File: src/rtl/fifo_uart_tx.sv
// UART transmitter that drains an external byte FIFO: one registered read strobe per byte,
// then start bit, 8 data bits LSB first, optional parity and 1 or 2 stop bits on tx.
module fifo_uart_tx #(
  parameter int CLKS_PER_BIT = 16,
  parameter bit PARITY_EN    = 1'b0,
  parameter bit PARITY_ODD   = 1'b0,
  parameter int STOP_BITS    = 1
) (
  input  logic       clk,
  input  logic       rst,
  input  logic       en,
  input  logic       fifo_empty,
  input  logic [7:0] fifo_data,
  output logic       fifo_rd,
  output logic       tx,
  output logic       busy,
  output logic       tx_done
);

  localparam int            CW        = $clog2(CLKS_PER_BIT);
  localparam logic [CW-1:0] BAUD_LAST = CW'(CLKS_PER_BIT - 1);
  localparam logic [2:0]    STOP_LAST = 3'(STOP_BITS - 1);

  localparam logic [2:0] S_IDLE   = 3'd0;
  localparam logic [2:0] S_FETCH  = 3'd1;
  localparam logic [2:0] S_WAIT   = 3'd2;
  localparam logic [2:0] S_START  = 3'd3;
  localparam logic [2:0] S_DATA   = 3'd4;
  localparam logic [2:0] S_PARITY = 3'd5;
  localparam logic [2:0] S_STOP   = 3'd6;

  logic [2:0]    state_q, state_d;
  logic [CW-1:0] baud_q, baud_d;
  logic [2:0]    bit_q, bit_d;
  logic [7:0]    shift_q, shift_d;
  logic          parity_q, parity_d;
  logic          tx_q, tx_d;
  logic          rd_q, rd_d;
  logic          busy_q, busy_d;
  logic          done_q, done_d;
  logic          bit_end;
  logic          start_ok;

  assign bit_end  = (baud_q == BAUD_LAST);
  assign start_ok = en && !fifo_empty;

  always_comb begin
    state_d  = state_q;
    baud_d   = baud_q;
    bit_d    = bit_q;
    shift_d  = shift_q;
    parity_d = parity_q;
    tx_d     = tx_q;
    rd_d     = 1'b0;
    done_d   = 1'b0;
    case (state_q)
      S_IDLE: begin
        tx_d = 1'b1;
        if (start_ok) begin
          state_d = S_FETCH;
          rd_d    = 1'b1;
        end
      end
      S_FETCH: state_d = S_WAIT;
      // fifo_data is valid now and is captured exactly once per frame
      S_WAIT: begin
        shift_d  = fifo_data;
        parity_d = (^fifo_data) ^ PARITY_ODD;
        tx_d     = 1'b0;
        baud_d   = '0;
        state_d  = S_START;
      end
      S_START: begin
        baud_d = baud_q + 1'b1;
        if (bit_end) begin
          baud_d  = '0;
          bit_d   = 3'd0;
          tx_d    = shift_q[0];
          state_d = S_DATA;
        end
      end
      S_DATA: begin
        baud_d = baud_q + 1'b1;
        if (bit_end) begin
          baud_d = '0;
          if (bit_q == 3'd7) begin
            bit_d = 3'd0;
            if (PARITY_EN) begin
              tx_d    = parity_q;
              state_d = S_PARITY;
            end else begin
              tx_d    = 1'b1;
              state_d = S_STOP;
            end
          end else begin
            bit_d   = bit_q + 3'd1;
            shift_d = {1'b0, shift_q[7:1]};
            tx_d    = shift_q[1];
          end
        end
      end
      S_PARITY: begin
        baud_d = baud_q + 1'b1;
        if (bit_end) begin
          baud_d  = '0;
          bit_d   = 3'd0;
          tx_d    = 1'b1;
          state_d = S_STOP;
        end
      end
      S_STOP: begin
        baud_d = baud_q + 1'b1;
        if (bit_end) begin
          baud_d = '0;
          if (bit_q == STOP_LAST) begin
            bit_d  = 3'd0;
            done_d = 1'b1;
            if (start_ok) begin
              state_d = S_FETCH;
              rd_d    = 1'b1;
            end else begin
              state_d = S_IDLE;
            end
          end else begin
            bit_d = bit_q + 3'd1;
          end
        end
      end
      default: state_d = S_IDLE;
    endcase
    busy_d = (state_d != S_IDLE);
  end

  always_ff @(posedge clk or posedge rst) begin
    if (rst) begin
      state_q  <= S_IDLE;
      baud_q   <= '0;
      bit_q    <= 3'd0;
      shift_q  <= 8'd0;
      parity_q <= 1'b0;
      tx_q     <= 1'b1;
      rd_q     <= 1'b0;
      busy_q   <= 1'b0;
      done_q   <= 1'b0;
    end else begin
      state_q  <= state_d;
      baud_q   <= baud_d;
      bit_q    <= bit_d;
      shift_q  <= shift_d;
      parity_q <= parity_d;
      tx_q     <= tx_d;
      rd_q     <= rd_d;
      busy_q   <= busy_d;
      done_q   <= done_d;
    end
  end

  assign fifo_rd = rd_q;
  assign tx      = tx_q;
  assign busy    = busy_q;
  assign tx_done = done_q;

endmodule
File: config.mk
export PLATFORM = sky130hd
export DESIGN_NAME = fifo_uart_tx
export DESIGN_NICKNAME = d
export VERILOG_FILES = /design/src/rtl/fifo_uart_tx.sv
export SDC_FILE = /design/constraint.sdc
export NUM_CORES = 1
export LEC_CHECK = 0
export CORE_UTILIZATION = 60
export DETAILED_ROUTE_END_ITERATION = 6
export PLACE_DENSITY = 0.84
export SLEW_MARGIN = 20
export SYNTH_ARGS = -nofsm -noshare
export SYNTH_HDL_FRONTEND = slang
export SYNTH_SLANG_ARGS = --single-unit
File: constraint.sdc
create_clock -name clk -period 3.5 [get_ports clk]
set_input_delay 1.05 -clock clk [delete_from_list [all_inputs] [get_ports clk]]
set_output_delay 1.05 -clock clk [all_outputs]
set_load 0.02 [all_outputs]
==> metrics.log, run 1 <==
INFO  metric most_common_cell_after_layout_fill_and_taps_aside = sky130_fd_sc_hd__dfrtp_1
INFO  metric design.core.area = ~2300 um2
INFO  metric fillerInstances = roughly 190
INFO  metric power_switching = roughly 90 uW
INFO  metric grt_start_max_net_pins = 30
INFO  metric final-hold-violation-count = 0
INFO  metric post-place-cells = ~180
INFO  metric worst_skew_pair.late_latency = a little over 0.3 ns
INFO  metric cp_data_arrival_time = roughly 1.4 ns
INFO  metric setup_fix_bufs_post_cts = 0
INFO  metric run_status = completed
INFO  metric critical_path_class = register to output port
INFO  metric min-delay-path-class = register to register
INFO  metric post-route-min-period = 2.49 ns
INFO  metric total_power_per_unit_cell_area = ~260 nW/um2
INFO  metric grt_remaining_overflow = 0
INFO  metric detail_route.first_pass.iterations = 5
INFO  metric comb_power_share = 0.075
INFO  metric post-route-drc-count = 0
INFO  metric fp.dieW = ~51 um
INFO  metric num_antenna_cells = 0
INFO  metric synth.cell_area = between 1000 and 1500 um2
INFO  metric port_buffers = 15
INFO  metric slew_headroom = 0.424
INFO  metric global_routing_usage_summed_across_all_routing_layers = 0.228
INFO  metric avgRoutedWirePerCell = roughly 15 um
INFO  metric crit_path_start_kind = register
INFO  metric gr-usage-met2 = 0.414
INFO  metric synth-main-ff-cell = sky130_fd_sc_hd__dfrtp_1
INFO  metric initial_core_util = 0.647
INFO  metric netlist_top_cells_area = sky130_fd_sc_hd__dfrtp_1, sky130_fd_sc_hd__mux2_4, sky130_fd_sc_hd__mux2_2
INFO  metric num_rows = 17
INFO  metric timing.setup.tns = 0 ns
INFO  metric fin_hold_ws = about 0.52 ns
INFO  metric design.die.area = approximately 2600 um2
INFO  metric critical-path-max-stage-delay = 0.59 ns
INFO  metric tightestPinTransition = a little under 0.9 ns
INFO  metric pwr-share-clk = 0.295
INFO  metric yosys.area.top_type = sky130_fd_sc_hd__dfrtp_1
INFO  metric grt_pass1_vias = slightly above 1k
INFO  metric report.final.setup_viol = 0
INFO  metric route.detailed.vias_per_inst = 5.92
INFO  metric power.sequential.fraction = 0.631
INFO  metric cts_max_level = 1
INFO  metric syn2layout_area_growth = 8.84%
INFO  metric cell_chain_of_the_critical_path = clkdlybuf4s50_1
INFO  metric power.static_leakage = between 0.7 and 0.8 nW
INFO  metric postSynth.asyncResetShare = 1.00
INFO  metric ys_seq_elements = 22
INFO  metric synth_top_cell_area_share = 0.361
INFO  metric grt_antenna_before_repair = 0
INFO  metric ys_warn_count = 0
INFO  metric timing.critical_path.required = between 2 and 2.5 ns
INFO  metric critical_path_sink_type = output port
INFO  metric finalWeightedCongestion = around 0.76
INFO  metric cts_inserted_buffers = 3
INFO  metric cts_tree = done
INFO  metric clkSlewWorstSetupHoldPaths = ~0.12 ns
INFO  metric root_buffer = sky130_fd_sc_hd__clkbuf_4
INFO  metric fin_nets = between 150 and 200
INFO  metric worst_clock_skew = 0.00790 ns
INFO  metric cp_num_buf_inv = 1
INFO  metric maxCapViolCount = 0
INFO  metric synth_nets = approximately 160
INFO  metric cpLargestDelayFamily = buffers and inverters
INFO  metric post_cts_hold_buffer_count = 0
INFO  metric netlist_instances = around 140
INFO  metric final_cell_count_no_fill = around 180
INFO  metric detail-route-antenna-nets = 0
INFO  metric route.final.wire_length = between 2000 and 3000 um
INFO  metric final_core_utilization = 0.704
INFO  metric slew_viol_final = 0
INFO  metric synth-edff-count = 0
INFO  metric dr_total_vias = 1060
INFO  metric yosysSeqAreaShare = 0.379
INFO  metric timing.fmax = approximately 400 MHz
INFO  metric num_io_pins = 16
INFO  metric ir_drop = 256 uV
INFO  metric netlist-cell-type-count = 46
INFO  metric grt_setup_unrepaired = false
INFO  metric grt_pass1_wl = approximately 4400 um
INFO  metric fraction_of_final_layout_cells_with_drive_strength_greater_than_1 = 0.172
INFO  metric top_usage_layer = met2
INFO  metric timing.critical_path.slowest_stage_cell = sky130_fd_sc_hd__clkdlybuf4s50_1
INFO  metric post_cts_resize_count = 0
INFO  metric internal-power = ~320 uW
INFO  metric cts_buffer_depth = 2
INFO  metric critPathMaxFanout = 2
INFO  metric postSynthAreaPerCell = slightly above 10 um2
INFO  metric grt_use_met1 = 0.270
INFO  metric detailed_place_hpwl = 1880 um
INFO  metric layout.cells.most_common_list = sky130_fd_sc_hd__dfrtp_1, sky130_fd_sc_hd__clkdlybuf4s50_1, sky130_fd_sc_hd__nor2_1, sky130_fd_sc_hd__nand2_1
INFO  metric die_h = just over 50 um
INFO  metric drt_first_iter_violations = 24
INFO  metric p_sw_frac = 0.221
INFO  metric use_met3 = 0.0357
INFO  metric clkSinkCount = 22
INFO  metric final.period_utilization = 0.712
==> final timing paths <==
check / cells after the start / start / slack [ns] / end
setup / recovery: 1 / tx / 1.01 / tx
min in group asynchronous: 2 / rst / 1.19 / baud_q[1]
hold reg to reg: 1 / shift_q[3] / 0.52 / shift_q[3]
setup reg to reg: 4 / state_q[2] / 1.29 / shift_q[0]
max in group asynchronous: 2 / rst / 1.78 / state_q[0]
hold / removal: 1 / shift_q[3] / 0.52 / shift_q[3]
==> power groups by stage <==
| stage | registers [mW] | clock network (mW) | logic, mW |
|---|---|---|---|
| after detailed placement | 0.267 | 0 | 0.0313 |
| after CTS | 0.262 | 0.125 | 0.0316 |
| after global placement | 0.266 | 0 | 0.0302 |
| after floorplan | 0.267 | 0 | 0.0143 |
| final | 0.262 | 0.122 | 0.0310 |
| after global routing | 0.262 | 0.131 | 0.0338 |
==> per-stage QoR <==
stage	worst slack [ns]	area, um2	total power [mW]
after floorplan	1.77	1460	0.281
after global placement	1.25	1560	0.297
after detailed placement	1.19	1560	0.298
after CTS	0.995	1590	0.418
after global routing	0.973	1590	0.428
final	1.01	1590	0.415
==> layout make-up <==
cell class,count,area (um2),share of cell area
Multi-Input combinational cell,105,805,0.507
Sequential cell,22,552,0.348
Clock buffer,4,26.3,0.0166
Timing Repair Buffer,15,150,0.0946
Tap cell,28,35.0,0.0221
Inverter,5,18.8,0.0118
==> synth_stat cells, drive strengths merged (2+ instances only) <==
| cell | count |
|---|---|
| a211oi | 2 |
| a21oi | 7 |
| a311oi | 3 |
| a31oi | 3 |
| and3 | 2 |
| buf | 10 |
| dfrtp | 21 |
| ha | 4 |
| inv | 5 |
| mux2 | 15 |
| mux2i | 3 |
| nand2 | 9 |
| nand2b | 3 |
| nand3 | 5 |
| nand3b | 3 |
| nor2 | 12 |
| nor2b | 5 |
| o21a | 2 |
| o21ai | 9 |
| or3 | 2 |
==> state kept, by name, summed over array words and instances, names as in the netlist <==
| register | count |
|---|---|
| bit_q | 3 |
| shift_q | 8 |
| tx | 1 |
| busy | 1 |
| state_q | 3 |
| baud_q | 4 |
| tx_done | 1 |
| fifo_rd | 1 |
==> cell families (layout without fill, tap and decap cells) <==
group | after synthesis | count (layout) | synth area share
multiplexers | 18 | 18 | 0.155
adder cells (fa/ha/maj) | 4 | 4 | 0.0343
XOR/XNOR | 1 | 1 | 0.00601
AND/OR/NAND/NOR | 47 | 47 | 0.191
flip-flops | 22 | 22 | 0.379
AO/OA/AOI/OAI | 35 | 35 | 0.167
buffers and inverters | 15 | 24 | 0.0695
==> per-layer routing <==
layer,share of wire,vias up
li1,-,536
met4,0.017,0
met5,0,-
met2,0.50,15
met1,0.45,504
met3,0.036,5
(Power assumes the default switching activity.)
==> run 2: changes to the inputs <==
- CORE_UTILIZATION: 60 -> 50
- PLACE_DENSITY: 0.84 -> 0.75
- clock period: 3.5 -> 2.27 ns (I/O delays scaled with it)
==> run 2 against run 1 <==
  * Register-to-register slack got worse by 0.92 ns
  * Critical path type unchanged
  * Largest power group unchanged
  * Highest routed layer unchanged
  * Sequential power rose by 54%
  * Largest cell class unchanged
  * Design area rose by 3.1%
==> metrics.log, run 2 (same netlist as run 1, synthesis figures left out) <==
INFO  metric global_routing_usage_summed_across_all_routing_layers = 0.205 (-0.0229)
INFO  metric post-route-drc-count = 0 (unchanged)
INFO  metric setup_fix_bufs_post_cts = 0 (unchanged)
INFO  metric die_h = 56.0 um (+9.2%)
INFO  metric fp.dieW = 56.0 um (+9.2%)
INFO  metric critPathMaxFanout = 2 (unchanged)
INFO  metric worst_clock_skew = 0.00270 ns (-0.00521 ns)
INFO  metric grt_antenna_before_repair = 0 (unchanged)
INFO  metric grt_pass1_wl = 5040 um (+14%)
INFO  metric tightestPinTransition = 0.397 ns (-0.468 ns)
INFO  metric syn2layout_area_growth = 12.2%
INFO  metric slew_headroom = 0.735 (+0.311)
INFO  metric detailed_place_hpwl = 2120 um (+13%)
INFO  metric biggest_regs = shift_q x8, baud_q x4
INFO  metric port_buffers = 15 (unchanged)
INFO  metric maxCapViolCount = 0 (unchanged)
INFO  metric cts_inserted_buffers = 3 (unchanged)
INFO  metric num_antenna_cells = 0 (unchanged)
INFO  metric initial_core_util = 0.529 (-0.118)
INFO  metric cp_data_arrival_time = 1.46 ns (+0.02 ns)
INFO  metric timing.fmax = between 400 and 500 MHz
INFO  metric route.final.wire_length = 2840 um (+5.0%)
INFO  metric largest_reg_flops = 8 (unchanged)
INFO  metric cts_tree = done
INFO  metric critical_path_sink_type = output port
INFO  metric final_cell_count_no_fill = 188 (+5.0%)
INFO  metric total_power_per_unit_cell_area = 394 nW/um2 (+50%)
INFO  metric detail-route-antenna-nets = 0 (unchanged)
INFO  metric worstHoldEndpoint = shift_q[7]
INFO  metric cts_max_level = 1 (unchanged)
INFO  metric layout.cells.most_common_list = sky130_fd_sc_hd__dfrtp_1, sky130_fd_sc_hd__clkdlybuf4s50_1, sky130_fd_sc_hd__nor2_1, sky130_fd_sc_hd__nand2_1
INFO  metric grt_pass1_vias = 1101 (+6.4%)
INFO  metric max_flop_register = shift_q
INFO  metric detail_route.first_pass.iterations = 4 (-1)
INFO  metric timing.critical_path.required = 1.59 ns (-0.86 ns)
INFO  metric timing.setup.tns = 0 ns (unchanged)
INFO  metric post-place-cells = 184 (+5.1%)
INFO  metric report.final.setup_viol = 0 (unchanged)
INFO  metric whs_path_depth = 2 (+1)
INFO  metric finalWeightedCongestion = 0.858 (+12%)
INFO  metric root_buffer = sky130_fd_sc_hd__clkbuf_4
INFO  metric critical-path-max-stage-delay = 0.60 ns (about the same)
INFO  metric final.period_utilization = 0.942
INFO  metric worstHoldStart = shift_q[7]
INFO  metric clkSinkCount = 22 (unchanged)
INFO  metric post-route-min-period = ~2.1 ns
INFO  metric worst_skew_pair.late_latency = 0.31 ns (about the same)
INFO  metric timing.critical_path.slowest_stage_cell = sky130_fd_sc_hd__clkdlybuf4s50_1
INFO  metric reg2reg_slack = 0.37 ns (-0.92 ns)
INFO  metric post_cts_resize_count = 0 (unchanged)
INFO  metric run_status = completed
INFO  metric grt_remaining_overflow = 0 (unchanged)
INFO  metric crit-reg2reg-capture = shift_q[1]
INFO  metric slew_viol_final = 0 (unchanged)
INFO  metric dr_total_vias = 1102 (+4.0%)
INFO  metric reg_to_reg_start = bit_q[0]
INFO  metric cell_chain_of_the_critical_path = clkdlybuf4s50_1
INFO  metric cp_num_buf_inv = 1 (unchanged)
INFO  metric num_rows = 19 (+2)
INFO  metric placed_area = 1610 um2 (+3.1%)
INFO  metric ff2ff_path_depth = 6 (+2)
INFO  metric fin_nets = 174 (+3.6%)
INFO  metric most_common_cell_after_layout_fill_and_taps_aside = sky130_fd_sc_hd__dfrtp_1
INFO  metric crit_path_start_kind = register
INFO  metric clkSlewWorstSetupHoldPaths = 0.12 ns (about the same)
INFO  metric cts_buffer_depth = 2 (unchanged)
INFO  metric grt_start_max_net_pins = 26 (-13%)
INFO  metric power.static_leakage = 0.754 nW (+4.1%)
INFO  metric cpLargestDelayFamily = buffers and inverters
INFO  metric design.core.area = 2760 um2 (+22%)
INFO  metric grt_setup_unrepaired = false
INFO  metric drt_first_iter_violations = 37 (+54%)
INFO  metric fraction_of_final_layout_cells_with_drive_strength_greater_than_1 = 0.204 (+0.0316)
INFO  metric cp-startpoint = tx
INFO  metric route.detailed.vias_per_inst = 5.86 (-1.0%)
INFO  metric final_area = 1640 um2 (+3.1%)
INFO  metric final-hold-violation-count = 0 (unchanged)
INFO  metric min-delay-path-class = register to register
INFO  metric post_cts_hold_buffer_count = 0 (unchanged)
INFO  metric avgRoutedWirePerCell = 15.1 um (about the same)
INFO  metric critical_path_class = register to output port
INFO  metric num_io_pins = 16 (unchanged)
INFO  metric design.die.area = 3140 um2 (+19%)
INFO  metric ir_drop = 290 uV (+13%)
INFO  metric total_power = 644 uW (+55%)
run 2: worst max path at each step:
stage | end | slack [ns] | depth (start not counted)
6_report | tx | 0.13 | 1
5_1_grt | tx | 0.09 | 1
4_1_cts | tx | 0.12 | 1
3_5_place_dp | state_q[0] | 0.40 | 5
3_3_place_gp | state_q[0] | 0.42 | 5
2_1_floorplan | shift_q[0] | 0.54 | 6
run 2: report_power, final:
part           internal (mW)  total (mW)  leakage [nW]  switching [mW]
registers              0.400       0.404         0.254         0.00466
clock network         0.0686       0.191        0.0150           0.123
logic                 0.0319      0.0485         0.485          0.0166
run 2: metrics by stage:
stage | worst slack, ns | utilization | hold slack, ns
floorplan | 0.544 | - | 0.462
global placement | 0.418 | 0.583 | 0.493
detailed placement | 0.401 | 0.583 | 0.500
CTS | 0.118 | 0.593 | 0.531
global route | 0.0879 | 0.593 | 0.551
finish | 0.131 | 0.593 | 0.529
run 2: final cells by class:
cell class	count	area (um2)
Inverter	5	18.8
Clock buffer	4	26.3
Multi-Input combinational cell	105	805
Fill cell	251	1120
Sequential cell	22	552
Tap cell	31	38.8
Timing Repair Buffer	21	195
run 2: per-layer routing:
| layer | wire length [um] | track usage | part of all wire | up-vias |
|---|---|---|---|---|
| met5 | 0 | 0 | 0 | - |
| met4 | 52 | 0.0941 | 0.018 | 0 |
| met3 | 129 | 0.0233 | 0.045 | 5 |
| met2 | 1360 | 0.337 | 0.48 | 32 |
| met1 | 1300 | 0.273 | 0.46 | 530 |
| li1 | - | - | - | 535 |
==> run 3: changes to the inputs <==
- CAP_MARGIN: default -> 0
==> results of run 3 <==
Same layout as run 2: the final DEF is identical, and so are final timing and power.
